`config.mk`:
```
export PLATFORM = sky130hd
export DESIGN_NAME = jedro_1_ifu
export DESIGN_NICKNAME = d
export VERILOG_FILES = /design/src/rtl/jedro_1_defines.sv /design/src/rtl/jedro_1_ifu_fifo.sv /design/src/rtl/jedro_1_ifu.sv
export SDC_FILE = /design/constraint.sdc
export NUM_CORES = 1
export LEC_CHECK = 0
export CAP_MARGIN = 10
export CORE_MARGIN = 5
export CORE_UTILIZATION = 53
export CTS_CLUSTER_DIAMETER = 80
export DETAILED_ROUTE_END_ITERATION = 10
export PLACE_DENSITY = 0.77
export SLEW_MARGIN = 20
export SYNTH_ARGS = -nofsm -noshare
export SYNTH_HDL_FRONTEND = slang
export SYNTH_SLANG_ARGS = --single-unit
```
`constraint.sdc`:
```
create_clock -name clk_i -period 7.1 [get_ports clk_i]
set_clock_uncertainty 0.1 [all_clocks]
set_input_delay 1.42 -clock clk_i [delete_from_list [all_inputs] [get_ports clk_i]]
set_output_delay 1.42 -clock clk_i [all_outputs]
set_load 0.1 [all_outputs]
```
`src/rtl/jedro_1_defines.sv`:
```
// Shared definitions for the jedro_1 core.
// Holds the IFU boot address, NOP encoding and fetch FSM states.
package jedro_1_defines;

    localparam logic [31:0] BOOT_ADDR_DEF = 32'h0000_0000;
    localparam logic [31:0] NOP_INSTR     = 32'h0000_0013;

    typedef enum logic {
        IFU_IDLE = 1'b0,
        IFU_RUN  = 1'b1
    } ifu_state_e;

    typedef struct packed {
        logic [31:0] addr;
        logic [31:0] instr;
    } ifu_entry_t;

endpackage

```
`src/rtl/jedro_1_ifu_fifo.sv`:
```
// Prefetch buffer for the jedro_1 fetch unit.
// Power-of-two circular buffer with a synchronous flush.
module jedro_1_ifu_fifo #(
    parameter int unsigned DEPTH = 4,
    parameter int unsigned WIDTH = 64,
    localparam int unsigned AW   = $clog2(DEPTH)
) (
    input  logic             clk_i,
    input  logic             rstn_i,
    input  logic             flush_i,
    input  logic             push_i,
    input  logic [WIDTH-1:0] data_i,
    input  logic             pop_i,
    output logic [WIDTH-1:0] data_o,
    output logic             empty_o,
    output logic [AW:0]      count_o
);

    logic [WIDTH-1:0] mem [DEPTH];
    logic [AW:0]      wptr_q;
    logic [AW:0]      rptr_q;
    logic             full;
    logic             do_push;
    logic             do_pop;

    assign count_o = wptr_q - rptr_q;
    assign empty_o = (wptr_q == rptr_q);
    assign full    = (count_o == (AW+1)'(DEPTH));
    assign do_push = push_i && !full && !flush_i;
    assign do_pop  = pop_i && !empty_o && !flush_i;
    assign data_o  = mem[rptr_q[AW-1:0]];

    always_ff @(posedge clk_i) begin
        if (do_push) begin
            mem[wptr_q[AW-1:0]] <= data_i;
        end
    end

    // Flush has priority over a same-cycle push, which kills that response.
    always_ff @(posedge clk_i or negedge rstn_i) begin
        if (!rstn_i) begin
            wptr_q <= '0;
            rptr_q <= '0;
        end else if (flush_i) begin
            wptr_q <= '0;
            rptr_q <= '0;
        end else begin
            if (do_push) begin
                wptr_q <= wptr_q + 1'b1;
            end
            if (do_pop) begin
                rptr_q <= rptr_q + 1'b1;
            end
        end
    end

endmodule

```
`src/rtl/jedro_1_ifu.sv`:
```
// jedro_1 instruction fetch unit.
// Credit-limited prefetch into a FIFO, with redirect and flush.
module jedro_1_ifu
    import jedro_1_defines::*;
#(
    parameter logic [31:0] BOOT_ADDR  = BOOT_ADDR_DEF,
    parameter int unsigned FIFO_DEPTH = 4
) (
    input  logic        clk_i,
    input  logic        rstn_i,
    output logic        imem_en_o,
    output logic [31:0] imem_addr_o,
    input  logic [31:0] imem_data_i,
    input  logic        jmp_i,
    input  logic [31:0] jmp_addr_i,
    output logic [31:0] instr_o,
    output logic [31:0] addr_o,
    output logic        valid_o,
    input  logic        ready_i
);

    localparam int unsigned AW = $clog2(FIFO_DEPTH);

    ifu_state_e  state_q;
    logic [31:0] pc_q;
    logic        inflight_q;
    logic [31:0] resp_addr_q;

    logic        run;
    logic        redirect;
    logic [31:0] jmp_tgt;
    logic [AW:0] fifo_count;
    logic [AW+1:0] used;
    logic        credit_ok;
    logic        fifo_empty;
    logic [63:0] fifo_dout;
    ifu_entry_t  head;
    ifu_entry_t  resp;

    assign run      = (state_q == IFU_RUN);
    assign redirect = run && jmp_i;
    assign jmp_tgt  = {jmp_addr_i[31:2], 2'b00};

    // Reads in flight hold a reserved FIFO slot until they land.
    assign used      = {1'b0, fifo_count} + {{(AW+1){1'b0}}, inflight_q};
    assign credit_ok = used < (AW+2)'(FIFO_DEPTH);

    assign imem_en_o   = redirect || (run && credit_ok);
    assign imem_addr_o = redirect ? jmp_tgt : pc_q;

    assign resp.addr  = resp_addr_q;
    assign resp.instr = imem_data_i;
    assign head       = fifo_dout;

    assign valid_o = !fifo_empty;
    assign instr_o = fifo_empty ? 32'h0 : head.instr;
    assign addr_o  = fifo_empty ? 32'h0 : head.addr;

    jedro_1_ifu_fifo #(
        .DEPTH (FIFO_DEPTH),
        .WIDTH (64)
    ) u_fifo (
        .clk_i   (clk_i),
        .rstn_i  (rstn_i),
        .flush_i (redirect),
        .push_i  (inflight_q),
        .data_i  (resp),
        .pop_i   (valid_o && ready_i),
        .data_o  (fifo_dout),
        .empty_o (fifo_empty),
        .count_o (fifo_count)
    );

    always_ff @(posedge clk_i or negedge rstn_i) begin
        if (!rstn_i) begin
            state_q     <= IFU_IDLE;
            pc_q        <= BOOT_ADDR;
            inflight_q  <= 1'b0;
            resp_addr_q <= 32'h0;
        end else begin
            unique case (state_q)
                IFU_IDLE: state_q <= IFU_RUN;
                IFU_RUN:  state_q <= IFU_RUN;
                default:  state_q <= IFU_IDLE;
            endcase
            inflight_q <= imem_en_o;
            if (imem_en_o) begin
                resp_addr_q <= imem_addr_o;
            end
            if (redirect) begin
                pc_q <= jmp_tgt + 32'd4;
            end else if (imem_en_o) begin
                pc_q <= pc_q + 32'd4;
            end
        end
    end

endmodule

```
; ---- Word-level counts from Yosys, hierarchy flattened
; Memories as Yosys holds them, arrays and structs flattened.
; Index checks and enable logic that the tools add are counted.
[totals]
mem_bits_ro = 0
regBits = 72
output_inout_bits = 98
latchBits = 0
mem_count = 1
inputBits = 68
ramBits = 256
[classes]
n_eq_ne = 2
div_mod_pow = 0
add_sub_neg = 6
n_bitwise = 0
n_mux = 11
order_cmp = 1
reduce_logical = 14
n_mul = 0
shifts = 0
[memory_table]
columns = name, words, width, rd, rd_clocked_by_memory_dff, write_ports, line_no
row1 = u_fifo.mem, 4, 64, 1, 0, 1, jedro_1_ifu_fifo.sv:19  ; logic [WIDTH-1:0] mem [DEPTH];
[ops]
columns = operator, count
row1 = $mux 32, 5
row2 = $add 32x3->32 const B, 2
row3 = $mux 3, 4
row4 = $logic_and 1x1->1, 7
row5 = $add 3x1->3 const B, 2
row6 = $reduce_bool 2->1, 3
row7 = $add 3x1->4, 1
row8 = $lt 4x3->1 const B, 1
row9 = $eq 3x3->1, 1
row10 = $eq 3x3->1 const B, 1
row11 = $logic_not 1->1, 3
row12 = $sub 3x3->3, 1
row13 = $mux 1, 2
row14 = $logic_or 1x1->1, 1

; ---- Logic depth before layout (Yosys ltp)
[logic_depth]
ltp_word = 7
mapped_depth = 13
mapped_depth_nobuf = 10

; ---- Modules after synthesis
; From an unflattened synthesis, not the netlist that was laid out.
[unflattened]
cells_unflattened = 872
hier_area_um2 = 13850.8
[modules_own_cells]
columns = module, cells_each, area_each_um2, n_inst
row1 = jedro_1_ifu_fifo, 382, 9675.5, 1
row2 = jedro_1_ifu, 490, 4175.3, 1

; ---- Worst setup path after synthesis
; No wires, ideal clock.
[synth_timing]
kind = input -> register
from = input jmp_i
to = memory u_fifo.mem[3][0] (enable)
path_slack_ns = -0.197
arrival_time_ns = 6.639
t_required_ns = 6.442
path_stages = 7
setup_ns = 0.558
cell_sequence = and2_1 buf_6 buf_6 buf_6 buf_2 clkbuf_1 nor3_1
[synth_between]
elab_chain_len = 5
[synth_lines]
columns = element, line_no
row1 = "start, declared", jedro_1_ifu.sv:14  ; input logic jmp_i,
row2 = $logic_and 1x1->1, jedro_1_ifu.sv:41  ; assign redirect = run && jmp_i;
row3 = $logic_not 1->1, jedro_1_ifu_fifo.sv:29  ; assign do_push = push_i && !full && !flush_i;
row4 = $logic_and 1x1->1, jedro_1_ifu_fifo.sv:29
row5 = $mux 1, jedro_1_ifu_fifo.sv:34  ; if (do_push) begin
row6 = $mux 1 (not written as such), jedro_1_ifu_fifo.sv:35  ; mem[wptr_q[AW-1:0]] <= data_i;
row7 = "end, declared", jedro_1_ifu_fifo.sv:19
; Every way passes these cells.

; ---- Final worst setup path
[layout_timing]
from = register u_fifo.rptr_q[1]
to = output addr_o[3]
[layout_between]
elab_chain_len = 2
word_cells_on_any_way = 3
classes_between = eq/ne: 1 / mux: 1 / memory: 1
[layout_lines]
columns = element, line_no
row1 = "start, declared", jedro_1_ifu_fifo.sv:21  ; logic [AW:0] rptr_q;
row2 = "start signal, assigned", jedro_1_ifu_fifo.sv:52  ; rptr_q <= rptr_q + 1'b1;
row3 = $mem_v2 4x64 or $eq 3x3->1 (tied branches), --
row4 = $mux 32 (*), jedro_1_ifu.sv:57  ; assign addr_o = fifo_empty ? 32'h0 : head.addr;
row5 = "end, declared", jedro_1_ifu.sv:17  ; output logic [31:0] addr_o,
; Mark *: on every way between the ends. The rest lies on a longest branch, timed or not.

==> parameters.txt <==
Parameter                              Value

STA
  FMAX    171.9 MHz
  Setup repair after global routing missed its margin    no
  Slew headroom    29.69%
  Pin slew with the least headroom to its limit    1.051 ns
  Fin. Hold Viols    0
  Max Slew Vio Count    0
  Minimum clock period after layout    5.817 ns
  Total negative slack for setup checks    0 ns
  Total setup violations reported at the end of the flow    0
  Portion of the clock cycle consumed by the worst path in the final layout    81.93%

Place
  Gp weighted congestion    0.8492
  Count of buffers inserted at the top-level ports    159
  Detailed-placement wirelength estimate    16.08 mm

Cells and area
  Highest-count cells in the layout ignoring fill and taps    edfxtp_1, nand2_1, clkdlybuf4s50_1, and2_1, dfrtp_1
  Leading cell type in the layout, fill and taps excluded    edfxtp_1
  Count of nets after finishing    1093
  Area growth from synthesis to layout    20.72%
  Layout cell share with drive strength beyond 1    16.38%

Hold path
  WHS Path Cells    2
  Type of the worst min-delay path    register to register

Setup path
  Critical path arrival    4.30 ns
  Critical path type    register to primary output
  Worst Setup End Kind    primary output
  Nature of the critical path startpoint    register
  Number of cells on the worst reg-to-reg path    8
  Critical Path Fanout Max    66
  Worst setup slack for register-to-register paths    3.36 ns
  Required time of the critical path    5.58 ns

Logic synthesis
  Count of flip-flops with a built-in enable after synthesis    248
  Number of storage elements in the synthesis netlist    316
  Commonest register cell after synthesis    edfxtp_1
  Top cells by area in the synthesized netlist    edfxtp_1, dfrtp_1, mux4_2
  Share of the yosys chip area belonging to registers    68.66%
  Synth Area per Inst    15.44 um2
  Post-synth cell types    47
  Post-Syn Instances    863
  Total number of yosys warnings    0
  Async set-reset flop share out of synthesis    21.52%
  Leading area contributor after synthesis    edfxtp_1
  Share of the synthesized area in the top cell type    55.89%
  Cell area after synthesis    13320 um2

Route
  M1 WL    11.56 mm
  Routed wire length per instance    19.92 um
  Detailed-route vias per instance    5.573
  Drc violations    0
  Routed via count    7629
  Detailed router's first-iteration violation count    464
  Count of TritonRoute iterations in the first routing pass    5
  Post-DRT Antenna Nets    0
  Met3 Routed Length    1.865 mm
  Final wirelength    27.28 mm
  Metal2 WL    13.19 mm
  DR top layer    met4

Global route
  Initial antenna violation count    0
  Largest net degree at the start of global routing    91
  Aggregate global routing overflow    0
  Wire length of the first global-routing pass    43.50 mm
  Vias in the first global route    7925
  All-layer global routing usage    19.28%

Floorplan
  Effective utilization at floorplan    53.37%
  Area enclosed by the die boundary    28410 um2
  Top-Level Pins    166
  Placeable Area    24960 um2
  DIE HEIGHT    168.6 um
  Die X-Extent    168.6 um
  Row count    58

CTS
  Post-CTS setup buffers    0
  Post-CTS resize count    0
  Number of hold buffers added after CTS    0
  Clock-pin slew on the worst setup and hold paths    0.06 ns
  Clock latency on the worst-skew pair    0.54 ns
  CTS tree    built
  Clock root buffer master    clkbuf_16
  H-tree levels    1
  Number of buffers on the longest clock path    3
  Clock buffers created by TritonCTS    31
  Total clock sinks    316

Job
  Maximum Capacitance Violations    0

Run status
  Status    completed
==> layout make-up <==
class | count | area (um2)
Multi-Input combinational cell | 486 | 3918
Antenna cell | 1 | 2.502
Clock buffer | 47 | 877.1
Sequential cell | 316 | 9156
Timing Repair Buffer | 165 | 1567
Clock inverter | 8 | 92.59
Fill cell | 1809 | 8879
Inverter | 16 | 60.06
Tap cell | 330 | 412.9
==> cells by family after synthesis <==
logic type      count (synthesis)  synth area share [%]
mux                            85                 12.28
buf+inv                        64                 2.216
xor+xnor                       26                 1.812
compound gates                 68                 3.033
other cells                     2               0.05636
fa+ha+maj                       9                0.9015
simple gates                  293                 11.03
flops                         316                 68.66
==> routing by layer <==
| layer | vias to the layer above | global-route usage [%] |
|---|---|---|
| met4 | 0 | 4.622 |
| met2 | 242 | 31.97 |
| li1 | 3503 | - |
| met3 | 50 | 4.554 |
| met1 | 3834 | 26.29 |
| met5 | - | 0 |
==> registers in the layout (all words and copies together), names as in the netlist <==
signal         cells
inflight_q         1
pc_q              30
u_fifo.rptr_q      3
resp_addr_q       30
u_fifo.wptr_q      3
run                1
u_fifo.mem       248
==> synthesized netlist by cell type (3+ instances only) <==
cell type  number
edfxtp_1      248
a21o_1          7
buf_4           4
nand3_1        12
mux4_2         62
ha_1            8
a21oi_1         5
nor2_1         16
nand4_1        17
nor3_1         10
o21ai_1        17
o21ai_2         3
clkbuf_1       25
mux2i_1        15
buf_6           3
xnor2_1        20
nand2_1       151
mux2_2          8
buf_2          14
inv_1          15
xor2_1          5
o21ai_0        27
dfrtp_1        68
and2_1         71
==> critical path, cell delays in order, from the launching register on <==
cell and delay, ns:
dfrtp_4 1.10, inv_1 0.11, ha_1 0.34, nand3_2 0.30, buf_4 0.47, and2_1 0.22
clkdlybuf4s50_1 1.19
==> final timing paths <==
check,start,end
min reg2reg,pc_q[20],pc_q[20]
max,u_fifo.rptr_q[1],addr_o[3]
min,pc_q[20],pc_q[20]
max in group asynchronous,rstn_i,u_fifo.rptr_q[0]
max reg2reg,run,pc_q[28]
min in group asynchronous,rstn_i,resp_addr_q[18]
==> through the flow <==
step / instances / area [um2] / utilization (%) / hold WS [ns] / setup slack, ns
6_report: 1369 / 16090 / 64.43 / 0.3932 / 1.283
5_1_grt: 1368 / 16080 / 64.42 / 0.4352 / 1.041
4_1_cts: 1368 / 16080 / 64.42 / 0.3947 / 1.153
3_5_place_dp: 1313 / 15110 / 60.54 / 0.3811 / 1.536
3_3_place_gp: 1313 / 15110 / 60.54 / 0.3656 / 1.545
2_1_floorplan: 866 / 13340 / - / 0.3460 / 1.196
Power is left out: the tool's default activity adds up to more than one toggle a clock period on the data nets, which glitch-free logic cannot reach.
